File: config.mk
export PLATFORM = sky130hd
export DESIGN_NAME = countdown_timer_bcd
export DESIGN_NICKNAME = d
export VERILOG_FILES = /design/src/rtl/countdown_timer_bcd_pkg.sv /design/src/rtl/countdown_timer_bcd_digit.sv /design/src/rtl/countdown_timer_bcd.sv
export SDC_FILE = /design/constraint.sdc
export NUM_CORES = 1
export LEC_CHECK = 0
export CAP_MARGIN = 40
export CORE_AREA = 2 2 95 97
export DETAILED_ROUTE_END_ITERATION = 6
export DIE_AREA = 0 0 97 99
export GPL_TIMING_DRIVEN = 0
export HOLD_SLACK_MARGIN = 0.02
export PLACE_DENSITY = 0.48
export SLEW_MARGIN = 40
export SYNTH_ARGS = -nofsm -noshare
export SYNTH_HDL_FRONTEND = slang
export SYNTH_SLANG_ARGS = --single-unit
export TNS_END_PERCENT = 100
File: constraint.sdc
create_clock -name clk -period 7 [get_ports clk]
set_input_delay 0.7 -clock clk [delete_from_list [all_inputs] [get_ports clk]]
set_output_delay 0.7 -clock clk [all_outputs]
set_load 0.05 [all_outputs]
File: src/rtl/countdown_timer_bcd_pkg.sv
// countdown_timer_bcd_pkg
//   Shared definitions for the BCD countdown timer: FSM state encoding and
//   the BCD digit limits used by the digit chain.
package countdown_timer_bcd_pkg;

  typedef enum logic [1:0] {
    ST_IDLE   = 2'd0,
    ST_RUN    = 2'd1,
    ST_PAUSED = 2'd2
  } state_t;

  localparam logic [3:0] BCD_MAX      = 4'd9;
  localparam logic [3:0] SEC_TENS_MAX = 4'd5;

endpackage

File: src/rtl/countdown_timer_bcd_digit.sv
// bcd_down_digit
//   One BCD digit of the countdown chain. Decrements when dec and borrow_in
//   are both high, wrapping 0 -> WRAP_VAL. A load overrides the decrement.
// Ports
//   clk        in   clock, rising edge
//   clr        in   asynchronous active-low reset (digit -> 0)
//   dec        in   one-second tick, common to the whole chain
//   borrow_in  in   all lower digits are zero (or 1 for the lowest digit)
//   load       in   replace digit with load_val
//   load_val   in   value to load
//   digit      out  current digit
//   borrow_out out  digit==0 & borrow_in
module bcd_down_digit
  import countdown_timer_bcd_pkg::*;
#(
  parameter logic [3:0] WRAP_VAL = BCD_MAX
) (
  input  logic       clk,
  input  logic       clr,
  input  logic       dec,
  input  logic       borrow_in,
  input  logic       load,
  input  logic [3:0] load_val,
  output logic [3:0] digit,
  output logic       borrow_out
);

  logic [3:0] r_digit;

  always_ff @(posedge clk or negedge clr) begin
    if (!clr)                  r_digit <= 4'd0;
    else if (load)             r_digit <= load_val;
    else if (dec && borrow_in) r_digit <= (r_digit == 4'd0) ? WRAP_VAL : r_digit - 4'd1;
  end

  assign digit      = r_digit;
  assign borrow_out = (r_digit == 4'd0) && borrow_in;

endmodule

File: src/rtl/countdown_timer_bcd.sv
// countdown_timer_bcd
//   BCD countdown timer: digits keyed in at sec_ones, counted down once per
//   TICK_DIV clocks, with start, pause/resume, cancel and a done pulse.
//   Optional +30 s quick key when TIMER_QUICK_ADD_EN is defined.
// Ports
//   clk, clr (async active-low), load/data (digit entry), start, pause,
//   cancel, add30 (TIMER_QUICK_ADD_EN only); sec_ones, sec_tens,
//   mins (MSD in top nibble), zero, running, done (one-cycle pulse).
module countdown_timer_bcd
  import countdown_timer_bcd_pkg::*;
#(
  parameter int MIN_DIGITS = 2,
  parameter int TICK_DIV   = 50000000
) (
  input  logic                    clk,
  input  logic                    clr,
  input  logic                    load,
  input  logic [3:0]              data,
  input  logic                    start,
  input  logic                    pause,
  input  logic                    cancel,
`ifdef TIMER_QUICK_ADD_EN
  input  logic                    add30,
`endif
  output logic [3:0]              sec_ones,
  output logic [3:0]              sec_tens,
  output logic [4*MIN_DIGITS-1:0] mins,
  output logic                    zero,
  output logic                    running,
  output logic                    done
);

  localparam int ND = MIN_DIGITS + 2;
  localparam int PW = (TICK_DIV > 2) ? $clog2(TICK_DIV) : 1;
  localparam logic [PW-1:0]   L_WRAP    = PW'(TICK_DIV - 1);
  localparam logic [4*ND-1:0] L_ONE_SEC = {{(4*ND-1){1'b0}}, 1'b1};

  state_t               r_state, w_nxt_state;
  logic [PW-1:0]        r_presc;
  logic                 r_done;
  logic                 w_presc_clr, w_presc_inc, w_tick, w_done_nxt;
  logic [ND-1:0][3:0]   w_dig;
  logic [ND-1:0][3:0]   w_ld_val;
  logic [ND-1:0]        w_ld;
  logic [ND:0]          w_borrow;

  // digit 0 = sec_ones, 1 = sec_tens, 2.. = minutes
  assign w_borrow[0] = 1'b1;
  generate
    for (genvar i = 0; i < ND; i++) begin : g_dig
      bcd_down_digit #(
        .WRAP_VAL ((i == 1) ? SEC_TENS_MAX : BCD_MAX)
      ) u_dig (
        .clk        (clk),
        .clr        (clr),
        .dec        (w_tick),
        .borrow_in  (w_borrow[i]),
        .load       (w_ld[i]),
        .load_val   (w_ld_val[i]),
        .digit      (w_dig[i]),
        .borrow_out (w_borrow[i+1])
      );
    end
  endgenerate

`ifdef TIMER_QUICK_ADD_EN
  // +30 s: bump sec_tens by 3, fold back past 5 and ripple a BCD carry up
  // the minutes. A carry out of the top minute saturates at max time.
  logic [ND-1:0][3:0] w_add_val;
  logic [3:0]         w_t3;
  logic               w_c;
  always_comb begin
    w_add_val    = w_dig;
    w_t3         = w_dig[1] + 4'd3;
    w_c          = (w_t3 >= 4'd6);
    w_add_val[1] = w_c ? (w_t3 - 4'd6) : w_t3;
    for (int i = 2; i < ND; i++) begin
      if (w_c) begin
        if (w_dig[i] == BCD_MAX) w_add_val[i] = 4'd0;
        else begin
          w_add_val[i] = w_dig[i] + 4'd1;
          w_c          = 1'b0;
        end
      end
    end
    if (w_c) begin
      for (int i = 2; i < ND; i++) w_add_val[i] = BCD_MAX;
      w_add_val[1] = SEC_TENS_MAX;
      w_add_val[0] = BCD_MAX;
    end
  end
`endif

  always_ff @(posedge clk or negedge clr) begin
    if (!clr) begin
      r_state <= ST_IDLE;
      r_presc <= '0;
      r_done  <= 1'b0;
    end else begin
      r_state <= w_nxt_state;
      r_done  <= w_done_nxt;
      if (w_presc_clr)      r_presc <= '0;
      else if (w_presc_inc) r_presc <= r_presc + 1'b1;
    end
  end

  always_comb begin
    w_nxt_state = r_state;
    w_presc_clr = 1'b0;
    w_presc_inc = 1'b0;
    w_tick      = 1'b0;
    w_done_nxt  = 1'b0;
    w_ld        = '0;
    w_ld_val    = '0;
    if (cancel) begin
      w_nxt_state = ST_IDLE;
      w_presc_clr = 1'b1;
      w_ld        = '1;
    end else begin
      case (r_state)
        ST_IDLE: begin
          if (start && !zero) begin
            w_nxt_state = ST_RUN;
            w_presc_clr = 1'b1;
          end
`ifdef TIMER_QUICK_ADD_EN
          else if (add30 && zero) begin
            w_nxt_state = ST_RUN;
            w_presc_clr = 1'b1;
            w_ld        = '1;
            w_ld_val[1] = 4'd3;
          end
`endif
          else if (load && (data <= BCD_MAX)) begin
            w_ld     = '1;
            w_ld_val = {w_dig[ND-2:0], data};
          end
        end
        ST_RUN: begin
          if (pause) w_nxt_state = ST_PAUSED;
`ifdef TIMER_QUICK_ADD_EN
          // The add cycle holds the prescaler so no tick collides with the load.
          if (add30) begin
            w_ld     = '1;
            w_ld_val = w_add_val;
          end else
`endif
          if (!pause) begin
            if (r_presc == L_WRAP) begin
              w_tick      = 1'b1;
              w_presc_clr = 1'b1;
              // Only 00:01 can decrement to all-zero.
              if (w_dig == L_ONE_SEC) begin
                w_done_nxt  = 1'b1;
                w_nxt_state = ST_IDLE;
              end
            end else begin
              w_presc_inc = 1'b1;
            end
          end
        end
        ST_PAUSED: begin
          if (start) w_nxt_state = ST_RUN;
`ifdef TIMER_QUICK_ADD_EN
          if (add30) begin
            w_ld     = '1;
            w_ld_val = w_add_val;
          end
`endif
        end
        default: w_nxt_state = ST_IDLE;
      endcase
    end
  end

  // The borrow chain ANDs digit==0 across every digit: it is the zero flag.
  assign zero     = w_borrow[ND];
  assign sec_ones = w_dig[0];
  assign sec_tens = w_dig[1];
  assign mins     = w_dig[ND-1:2];
  assign running  = (r_state == ST_RUN);
  assign done     = r_done;

endmodule

# --- After elaboration in Yosys (flattened, before gate mapping) ---
# Index checks and enable logic that the tools add are counted.
# Widths: inputs -> output; s select.
word_totals:
  reg_bits: 45
  latch_bits: 0
  mem_bits_rw: 0
  rom_bits: 0
  in_bits: 10
  out_inout_bits: 19
  wordCells: 85
  mem_count: 0
classes:
  n_addsub: 5
  n_mul: 0
  div_mod_pow: 0
  order_cmp: 1
  eq_ne: 6
  n_shift: 0
  muxes: 46
  n_bitwise: 0
  reduce_logical: 20
ops:
  columns: ["op", "n"]
  rows:
  - ["$mux 16", 4]
  - ["$mux 4", 16]
  - ["$mux 26", 2]
  - ["$add 26x1->26 const B", 1]
  - ["$eq 26x26->1 const B", 1]
  - ["$eq 16x1->1 const B", 1]
  - ["$logic_not 4->1", 4]
  - ["$sub 4x1->4 const B", 4]
  - ["$mux 1", 15]
  - ["$mux 2", 7]
  - ["$reduce_bool 2->1", 5]
  - ["$logic_and 1x1->1", 8]
  - ["$ne 3x3->1 const B", 2]
  - ["$pmux 2 s3", 1]
  - ["$le 4x4->1 const B", 1]
  - ["$eq 2x1->1 const B", 1]
  - ["$eq 2x2->1 const B", 1]
  - ["$logic_not 2->1", 1]
  - ["$pmux 1 s2", 1]
  - ["$reduce_and 2->1", 1]
  - ["$logic_not 1->1", 1]

# --- Logic depth before layout (Yosys ltp) ---
# Gate-level depths: netlist of the first run.
depth:
  ltp_word: 10
  ltp_mapped: 8
  mapped_depth_nobuf: 7

# --- Modules after synthesis ---
# A second synthesis of the first run with hierarchy kept.
unflattened:
  cells_unflattened: 289
  hier_area_um2: 2638.8
by_module_without_submodules:
  columns: ["module", "n_inst", "cells_each", "area_per_inst_um2", "seq_area_each_um2"]
  rows:
  - ["countdown_timer_bcd", 1, 195, 1747.9, 725.7]
  - ["bcd_down_digit (g_dig[0].u_dig ...)", 3, 24, 229.0, 100.1]
  - ["bcd_down_digit (g_dig[1].u_dig)", 1, 22, 203.9, 100.1]

# --- Worst setup path after synthesis of the first run ---
# Ideal clock, no wire load.
synth_timing:
  kind: "register -> output"
  from: "reg g_dig[1].u_dig.r_digit[0]"
  to: "out zero"
  arrival_time_ns: 1.916
  required_time_ns: 6.300
  path_slack_ns: 4.384
  path_stages_with_launch: 6
  n_path_buf: 1
  path_cell_list: "dfrtp_1 nor4_1 and4_1 clkbuf_2 nand3_1 inv_1"
synth_via:
  elab_chain_cells: 4
synth_lines:
  columns: ["element", "line", "rtl"]
  rows:
  - ["from (decl)", "countdown_timer_bcd_digit.sv:28", "logic [3:0] r_digit;"]
  - ["from (signal assigned)", "countdown_timer_bcd_digit.sv:32", "else if (load) r_digit <= load_val;"]
  - ["from (signal assigned)", "countdown_timer_bcd_digit.sv:33", "else if (dec && borrow_in) r_digit <= (r_digit == 4'd0) ? WRAP_VAL : r_digit - 4'd1;"]
  - ["$logic_not 4->1", "countdown_timer_bcd_digit.sv:37", "assign borrow_out = (r_digit == 4'd0) && borrow_in;"]
  - ["$logic_and 1x1->1 (3 in a row)", "countdown_timer_bcd_digit.sv:37", null]
  - ["to (decl)", "countdown_timer_bcd.sv:28", "output logic zero,"]
# No other way between the ends.

# --- Final worst setup path of the first run ---
# Same ends and word-level chain as after synthesis.

==> metrics.md, run 1 <==
| Metric | Value |
|---|---|
| RR Startpoint | g_dig[1].u_dig.digit[0]$_DFFE_PN0P_ |
| Req. time, crit path | 6.30 ns |
| Clk slew on worst S/H paths | 0.09 ns |
| CTS Hold Buffers Added | 0 |
| Crit Reg-Reg Endpoint | r_presc[14]$_DFFE_PN0P_ |
| WL per Instance | 15.5 um |
| M2 GR Usage | 24.7% |
| Clk network pwr share | 32.6% |
| CP max-delay cell | clkdlybuf4s50_1 |
| First-pass GRT wire length | 11,700 um |
| Leakage | 0.00133 uW |
| Comb power frac | 20.5% |
| Ports | 29 |
| Power per standard cell area | 190 mW/mm^2 |
| Share of cells above drive strength 1 | 9.42% |
| Final Wtd Congestion | 0.813 |
| Initial drt markers | 74 |
| Post-synthesis register bit count | 45 |
| CTS max path bufs | 2 |
| Maxcap violations | 0 |
| Slew @ Worst Pin | 0.733 ns |
| Final WL | 6790 um |
| Die X | 97 um |
| Post-layout instance area | 0.00319 sq mm |
| CTS tree | built |
| Buffers & Inverters on Critical Path | 3 |
| Cell area after synthesis | 0.00265 sq mm |
| CP cell instances | nor4_1 > and4_1 > clkbuf_2 > nand3_1 > inv_1 > clkdlybuf4s50_1 |
| Post-CTS setup buffer count | 0 |
| Register-to-register setup slack | 4.32 ns |
| Sw power | 188 uW |
| Crit path arrival time | 2.92 ns |
| Vias | 2,272 |
| Peak supply drop | 0.0000912 V |
| Sequential-to-total area share from yosys stat | 42.4% |
| Setup violators final | 0 |
| # clock sinks | 45 |
| Crit Path Category | flop to output pin |
| Later-pin clock latency in the skew report | 0.30 ns |
| Switching portion of total power | 31.1% |
| FP Rows | 34 |
| Hold Vio Cnt, Final | 0 |
| Clock period minus worst slack | 3.62 ns |
| Initial antenna violation count | 0 |
| Relative slew slack | 50.6% |
| Total CTS buffers | 5 |
| Residual DRC | 0 |
| Post-synth EDFFs | 0 |
| GR Util met3 | 3.05% |
| CP endpoint kind | output pin |
| Synth cell types | 54 |
| Worst hold margin | 0.227 ns |
| Area of the core | 0.00855 sq mm |
| Gates resized, CTS repair | 0 |
| Final Max Tran Viols | 0 |
| Post-route ant nets | 0 |
| Async S/R FF share, synth | 100% |
| DP Wirelength | 5060 um |
| Layer with the highest usage | met2 |
| Largest net degree at the start of global routing | 35 |
| RSZ-0062 raised after global routing | no |
| Worst reg-to-reg path cell count | 8 |
| Worst Setup Start Kind | flop |
| Die area | 0.00960 sq mm |
| Final net count | 340 |
| Synth Warn # | 0 |
| Fin util | 37.3% |
| Peak Freq | 276 MHz |
| Worst path top cell family by delay | buffers and inverters |
| Area growth syn-to-layout | 20.2% |
| Number of global-route vias before repair | 2,331 |
| Drt first pass iters | 4 |
| Worst min-delay path category | input port to async pin |
| Post-route clock skew | 0.0109 ns |
| Placed cell area | 0.00309 sq mm |
| Total internal power | 417 uW |
| Syn_area_per_cell | 9.06 sq um |
| GR Util met1 | 19.8% |
| Setup TNS | 0 ns |
| Die extent in y | 99 um |
| Root Driver | clkbuf_8 |
| CP peak stage delay | 0.81 ns |
| Status | completed |
| Post-Synthesis Cells | 293 |
| Gr ovfl total | 0 |
| Via/cell ratio | 5.20 |
| Critical Path Fanout Max | 8 |
| Initial Util | 31.0% |
| Sequential Power Share | 46.9% |
| H-tree levels | 2 |
| Post-synthesis net count | 304 |
| Leading register cell type out of synthesis | dfrtp_1 |
| Number of buffers added on ports | 28 |
| Antenna cell count | 0 |
| Tot GR Track Use | 15.0% |
| Fin crit share | 51.7% |
cell usage in the layout, fill, tap and decap left out, types with 3 or more instances in the layout:
cell type | netlist | layout
and3_1 | 5 | 5
nor3_1 | 10 | 10
a22oi_1 | 5 | 5
nor3b_1 | 4 | 4
nor2_1 | 43 | 43
a311oi_1 | 4 | 4
dfrtp_1 | 45 | 45
o21ai_0 | 15 | 15
or2_2 | 3 | 3
clkbuf_1 | 3 | 3
clkbuf_8 | 1 | 6
and4_1 | 3 | 3
xor2_1 | 19 | 19
nand3_1 | 11 | 11
clkdlybuf4s50_1 | 0 | 27
or3_1 | 3 | 3
nand2_1 | 31 | 31
nand4_1 | 11 | 11
xnor2_1 | 5 | 5
a21oi_1 | 6 | 6
a211oi_1 | 8 | 8
inv_1 | 7 | 7
and2_1 | 3 | 3
nand2b_1 | 3 | 3
and2_2 | 3 | 3
per-layer routing:
metal	wire, um	part of all wire [%]
met1	3260	48
met4	101	1.5
met3	181	2.7
met2	3250	48
met5	0	0
final cells by class:
cell class / count / area (sq um)
plain buffers: 9 / 61.3
multi-input cells: 232 / 1440
inverters: 7 / 26.3
repair buffers: 29 / 298
clock inverters: 2 / 35.0
flip-flops and latches: 45 / 1130
clock buffers: 5 / 68.8
fillers: 887 / 5360
well taps: 108 / 135
cells in the mapped netlist (2+ instances only):
| cell | n | area share [%] |
|---|---|---|
| dfrtp_1 | 45 | 42 |
| nor2_1 | 43 | 6.1 |
| nand2_1 | 31 | 4.4 |
| xor2_1 | 19 | 6.3 |
| o21ai_0 | 15 | 2.8 |
| nand3_1 | 11 | 2.1 |
| nand4_1 | 11 | 2.6 |
| nor3_1 | 10 | 1.9 |
| a211oi_1 | 8 | 2.3 |
| inv_1 | 7 | 0.99 |
| a21oi_1 | 6 | 1.1 |
| a22oi_1 | 5 | 1.4 |
| and3_1 | 5 | 1.2 |
| xnor2_1 | 5 | 1.7 |
| a311oi_1 | 4 | 1.3 |
| nor3b_1 | 4 | 1.1 |
| and2_1 | 3 | 0.71 |
| and2_2 | 3 | 0.85 |
| and4_1 | 3 | 0.99 |
| clkbuf_1 | 3 | 0.42 |
| nand2b_1 | 3 | 0.71 |
| or2_2 | 3 | 0.71 |
| or3_1 | 3 | 0.71 |
| a21boi_0 | 2 | 0.57 |
| a21o_1 | 2 | 0.57 |
| a2bb2oi_1 | 2 | 0.66 |
| a31oi_1 | 2 | 0.47 |
| a32o_1 | 2 | 0.75 |
| and3_2 | 2 | 0.57 |
| nand4b_1 | 2 | 0.66 |
| nor2b_1 | 2 | 0.47 |
| nor4_4 | 2 | 1.6 |
| o21a_1 | 2 | 0.57 |
| o31ai_1 | 2 | 0.57 |
| or4_1 | 2 | 0.57 |
cell families (layout without fill, tap and decap cells):
logic type,Yosys count,after routing,share of synthesized area (%)
AOI/OAI and AO/OA,56,56,14.8
xor gates and xnor gates,24,24,7.92
adders and majority gates,1,1,0.471
buffers and inverters,16,52,3.30
DFF,45,45,42.4
muxes,1,1,0.377
and+or+nand+nor,150,150,30.7
stage by stage:
stage | total power, uW | worst slack (ns) | cells
after floorplan | 365 | 4.38 | 293
after global placement | 413 | 3.68 | 429
after detailed placement | 414 | 3.71 | 430
after CTS | 613 | 3.33 | 437
after global routing | 637 | 3.16 | 437
final | 605 | 3.38 | 437
power groups by stage:
| stage | sequential (uW) | clock, uW | combinational [uW] |
|---|---|---|---|
| after CTS | 284 | 204 | 126 |
| after global placement | 289 | 0 | 124 |
| after detailed placement | 289 | 0 | 125 |
| after floorplan | 311 | 0 | 54.3 |
| after global routing | 286 | 216 | 135 |
| final | 284 | 197 | 124 |
how the worst max path moves through the flow:
| stage | startpoint | end | slack [ns] | cells after the start |
|---|---|---|---|---|
| after floorplan | g_dig[1].u_dig.digit[0]$_DFFE_PN0P_ | zero | 4.38 | 5 |
| after global placement | g_dig[1].u_dig.digit[0]$_DFFE_PN0P_ | zero | 3.68 | 6 |
| after detailed placement | g_dig[1].u_dig.digit[0]$_DFFE_PN0P_ | zero | 3.71 | 6 |
| after CTS | g_dig[1].u_dig.digit[0]$_DFFE_PN0P_ | zero | 3.33 | 6 |
| after global routing | g_dig[1].u_dig.digit[0]$_DFFE_PN0P_ | zero | 3.16 | 6 |
| final | g_dig[1].u_dig.digit[0]$_DFFE_PN0P_ | zero | 3.38 | 6 |
sequential cells by signal, indices dropped and copies added, names as in the netlist:
register,count
r_presc,26
r_state,2
g_dig.u_dig.digit,16
done,1
Power figures use the tool's default switching activity.
==> run 2: changes to the inputs <==
==> constraint.sdc (replaced) <==
create_clock -name clk -period 3.39 [get_ports clk]
set_input_delay 0.339 -clock clk [delete_from_list [all_inputs] [get_ports clk]]
set_output_delay 0.339 -clock clk [all_outputs]
set_load 0.05 [all_outputs]
==> metrics.md, run 2 (synthesis results as in run 1) <==
| Metric | Value |
|---|---|
| Largest register by flop count | r_presc (unchanged) |
| Number of buffers added on ports | 28 (unchanged) |
| FP Rows | 34 (unchanged) |
| Initial antenna violation count | 0 (unchanged) |
| Setup violators final | 0 (unchanged) |
| DP Wirelength | 5060 um (unchanged) |
| Root Driver | clkbuf_8 (unchanged) |
| Leakage | 0.00133 uW (about the same) |
| CTS max path bufs | 2 (unchanged) |
| Later-pin clock latency in the skew report | 0.31 ns (was 0.30 ns) |
| Post-layout instance area | 0.00321 sq mm (was 0.00319 sq mm) |
| Worst min-delay path category | input port to async pin (unchanged) |
| Die area | 0.00960 sq mm (unchanged) |
| CTS tree | built (unchanged) |
| Total CTS buffers | 5 (unchanged) |
| Largest register FFs | 26 (unchanged) |
| Area growth syn-to-layout | 20.8% (was 20.2%) |
| Residual DRC | 0 (unchanged) |
| Initial Util | 31.0% (unchanged) |
| Area of the core | 0.00855 sq mm (unchanged) |
| Peak Freq | 318 MHz |
| Post-CTS setup buffer count | 0 (unchanged) |
| Tot GR Track Use | 15.0% (unchanged) |
| Worst Setup Start Kind | flop (unchanged) |
| Vias | 2,291 (was 2,272) |
| Ports | 29 (unchanged) |
| Via/cell ratio | 5.23 (was 5.20) |
| Peak supply drop | 0.000189 V (was 0.0000912 V) |
| Status | completed (unchanged) |
| Drt first pass iters | 6 (was 4) |
| Die extent in y | 99 um (unchanged) |
| Placed cell area | 0.00309 sq mm (unchanged) |
| Clk network pwr share | 32.7% (was 32.6%) |
| Clk slew on worst S/H paths | 0.09 ns (about the same) |
| Die X | 97 um (unchanged) |
| Req. time, crit path | 3.05 ns (was 6.30 ns) |
| RSZ-0062 raised after global routing | no (unchanged) |
| H-tree levels | 2 (unchanged) |
| Post-route clock skew | 0.0110 ns (was 0.0109 ns) |
| Final net count | 341 (was 340) |
| Final WL | 6790 um (about the same) |
| Commonest non-fill, non-tap cell in the layout | dfrtp_1 (unchanged) |
| Crit Path Category | flop to output pin (unchanged) |
| Initial drt markers | 84 (was 74) |
| Largest net degree at the start of global routing | 35 (unchanged) |
| WL per Instance | 15.5 um (about the same) |
| Relative slew slack | 51.3% (was 50.6%) |
| First-pass GRT wire length | 11,700 um (unchanged) |
| Pre-CTS WS | 0.459 ns (was 3.71 ns) |
| Clock period minus worst slack | 3.14 ns |
| Most frequent cells in the layout | dfrtp_1, nor2_1, nand2_1 (unchanged) |
| Crit path arrival time | 2.81 ns (was 2.92 ns) |
| Hold Vio Cnt, Final | 0 (unchanged) |
| Total internal power | 862 uW (was 417 uW) |
| Fin crit share | 92.7% |
| # clock sinks | 45 (unchanged) |
| Gr ovfl total | 0 (unchanged) |
| Sequential Power Share | 46.8% (was 46.9%) |
| Comb power frac | 20.6% (was 20.5%) |
| Share of cells above drive strength 1 | 9.70% (was 9.42%) |
| Final Wtd Congestion | 0.813 (unchanged) |
| Antenna cell count | 0 (unchanged) |
| Final Max Tran Viols | 0 (unchanged) |
| Worst setup margin | 0.246 ns (was 3.38 ns) |
| Power per standard cell area | 391 mW/mm^2 (was 190 mW/mm^2) |
| Sw power | 392 uW (was 188 uW) |
| Setup TNS | 0 ns (unchanged) |
| Number of global-route vias before repair | 2,331 (unchanged) |
| Maxcap violations | 0 (unchanged) |
| CP endpoint kind | output pin (unchanged) |
| Critical Path Fanout Max | 8 (unchanged) |
| Slew @ Worst Pin | 0.722 ns (was 0.733 ns) |
| Post-route ant nets | 0 (unchanged) |
| Switching portion of total power | 31.3% (was 31.1%) |
[run 2: worst max-delay path: stages (launching register included)]
cell             delay [ns]
dfrtp_1                0.47
nor3_1                 0.47
and4_1                 0.26
clkbuf_2               0.20
nand3_1                0.17
inv_1                  0.11
clkdlybuf4s50_1        0.81
[run 2: power by group through the flow]
stage                     Sequential (uW)  Combinational (uW)  Clock, uW
after floorplan                       642                 112          0
after global placement                596                 257          0
after detailed placement              596                 258          0
after CTS                             586                 261        421
after global routing                  591                 281        447
final                                 586                 258        410
[run 2: routing by layer]
layer  vias up  share of wire (%)  GRT usage, %
li1       1131                  -             -
met3        12                2.8          3.05
met4         0                1.7          5.09
met5         -                  0             0
met1      1107                 48          19.8
met2        41                 47          24.7
[run 2: repair_timing]
item                                    in CTS  in global routing
endpoints found under the setup margin       0                  1
endpoints found under the hold margin       11                  0
hold buffers                                 1                  0
gates resized for setup                      0                  1
[run 2: final timing paths]
path | start | end | slack, ns | depth (start not counted)
min reg2reg | r_presc[19]$_DFFE_PN0P_ | r_presc[19]$_DFFE_PN0P_ | 0.55 | 2
max reg2reg | r_presc[8]$_DFFE_PN0P_ | g_dig[3].u_dig.digit[1]$_DFFE_PN0P_ | 0.75 | 6
min in group clk | r_presc[19]$_DFFE_PN0P_ | r_presc[19]$_DFFE_PN0P_ | 0.55 | 2
max in group asynchronous | clr | done$_DFF_PN0_ | 2.55 | 3
min | clr | r_presc[10]$_DFFE_PN0P_ | 0.41 | 2
max | g_dig[2].u_dig.digit[1]$_DFFE_PN0P_ | zero | 0.25 | 6
[run 2: layout make-up]
| type | count | area (sq um) |
|---|---|---|
| inverter | 7 | 26.3 |
| timing repair buffer | 30 | 308 |
| multi-input combinational | 232 | 1450 |
| fill | 888 | 5340 |
| sequential | 45 | 1130 |
| clock buffer | 5 | 68.8 |
| clock inverter | 2 | 35.0 |
| buffer | 9 | 61.3 |
| tap | 108 | 135 |
[run 2: through the flow]
| step | total power (uW) | hold WS, ns | utilization (%) | instances |
|---|---|---|---|---|
| 5_1_grt | 1320 | 0.412 | 37.5 | 438 |
| 2_1_floorplan | 754 | 0.0434 | - | 293 |
| 6_report | 1250 | 0.407 | 37.5 | 438 |
| 4_1_cts | 1270 | 0.405 | 37.4 | 438 |
| 3_3_place_gp | 853 | 0.530 | 35.9 | 429 |
| 3_5_place_dp | 855 | 0.196 | 36.1 | 430 |
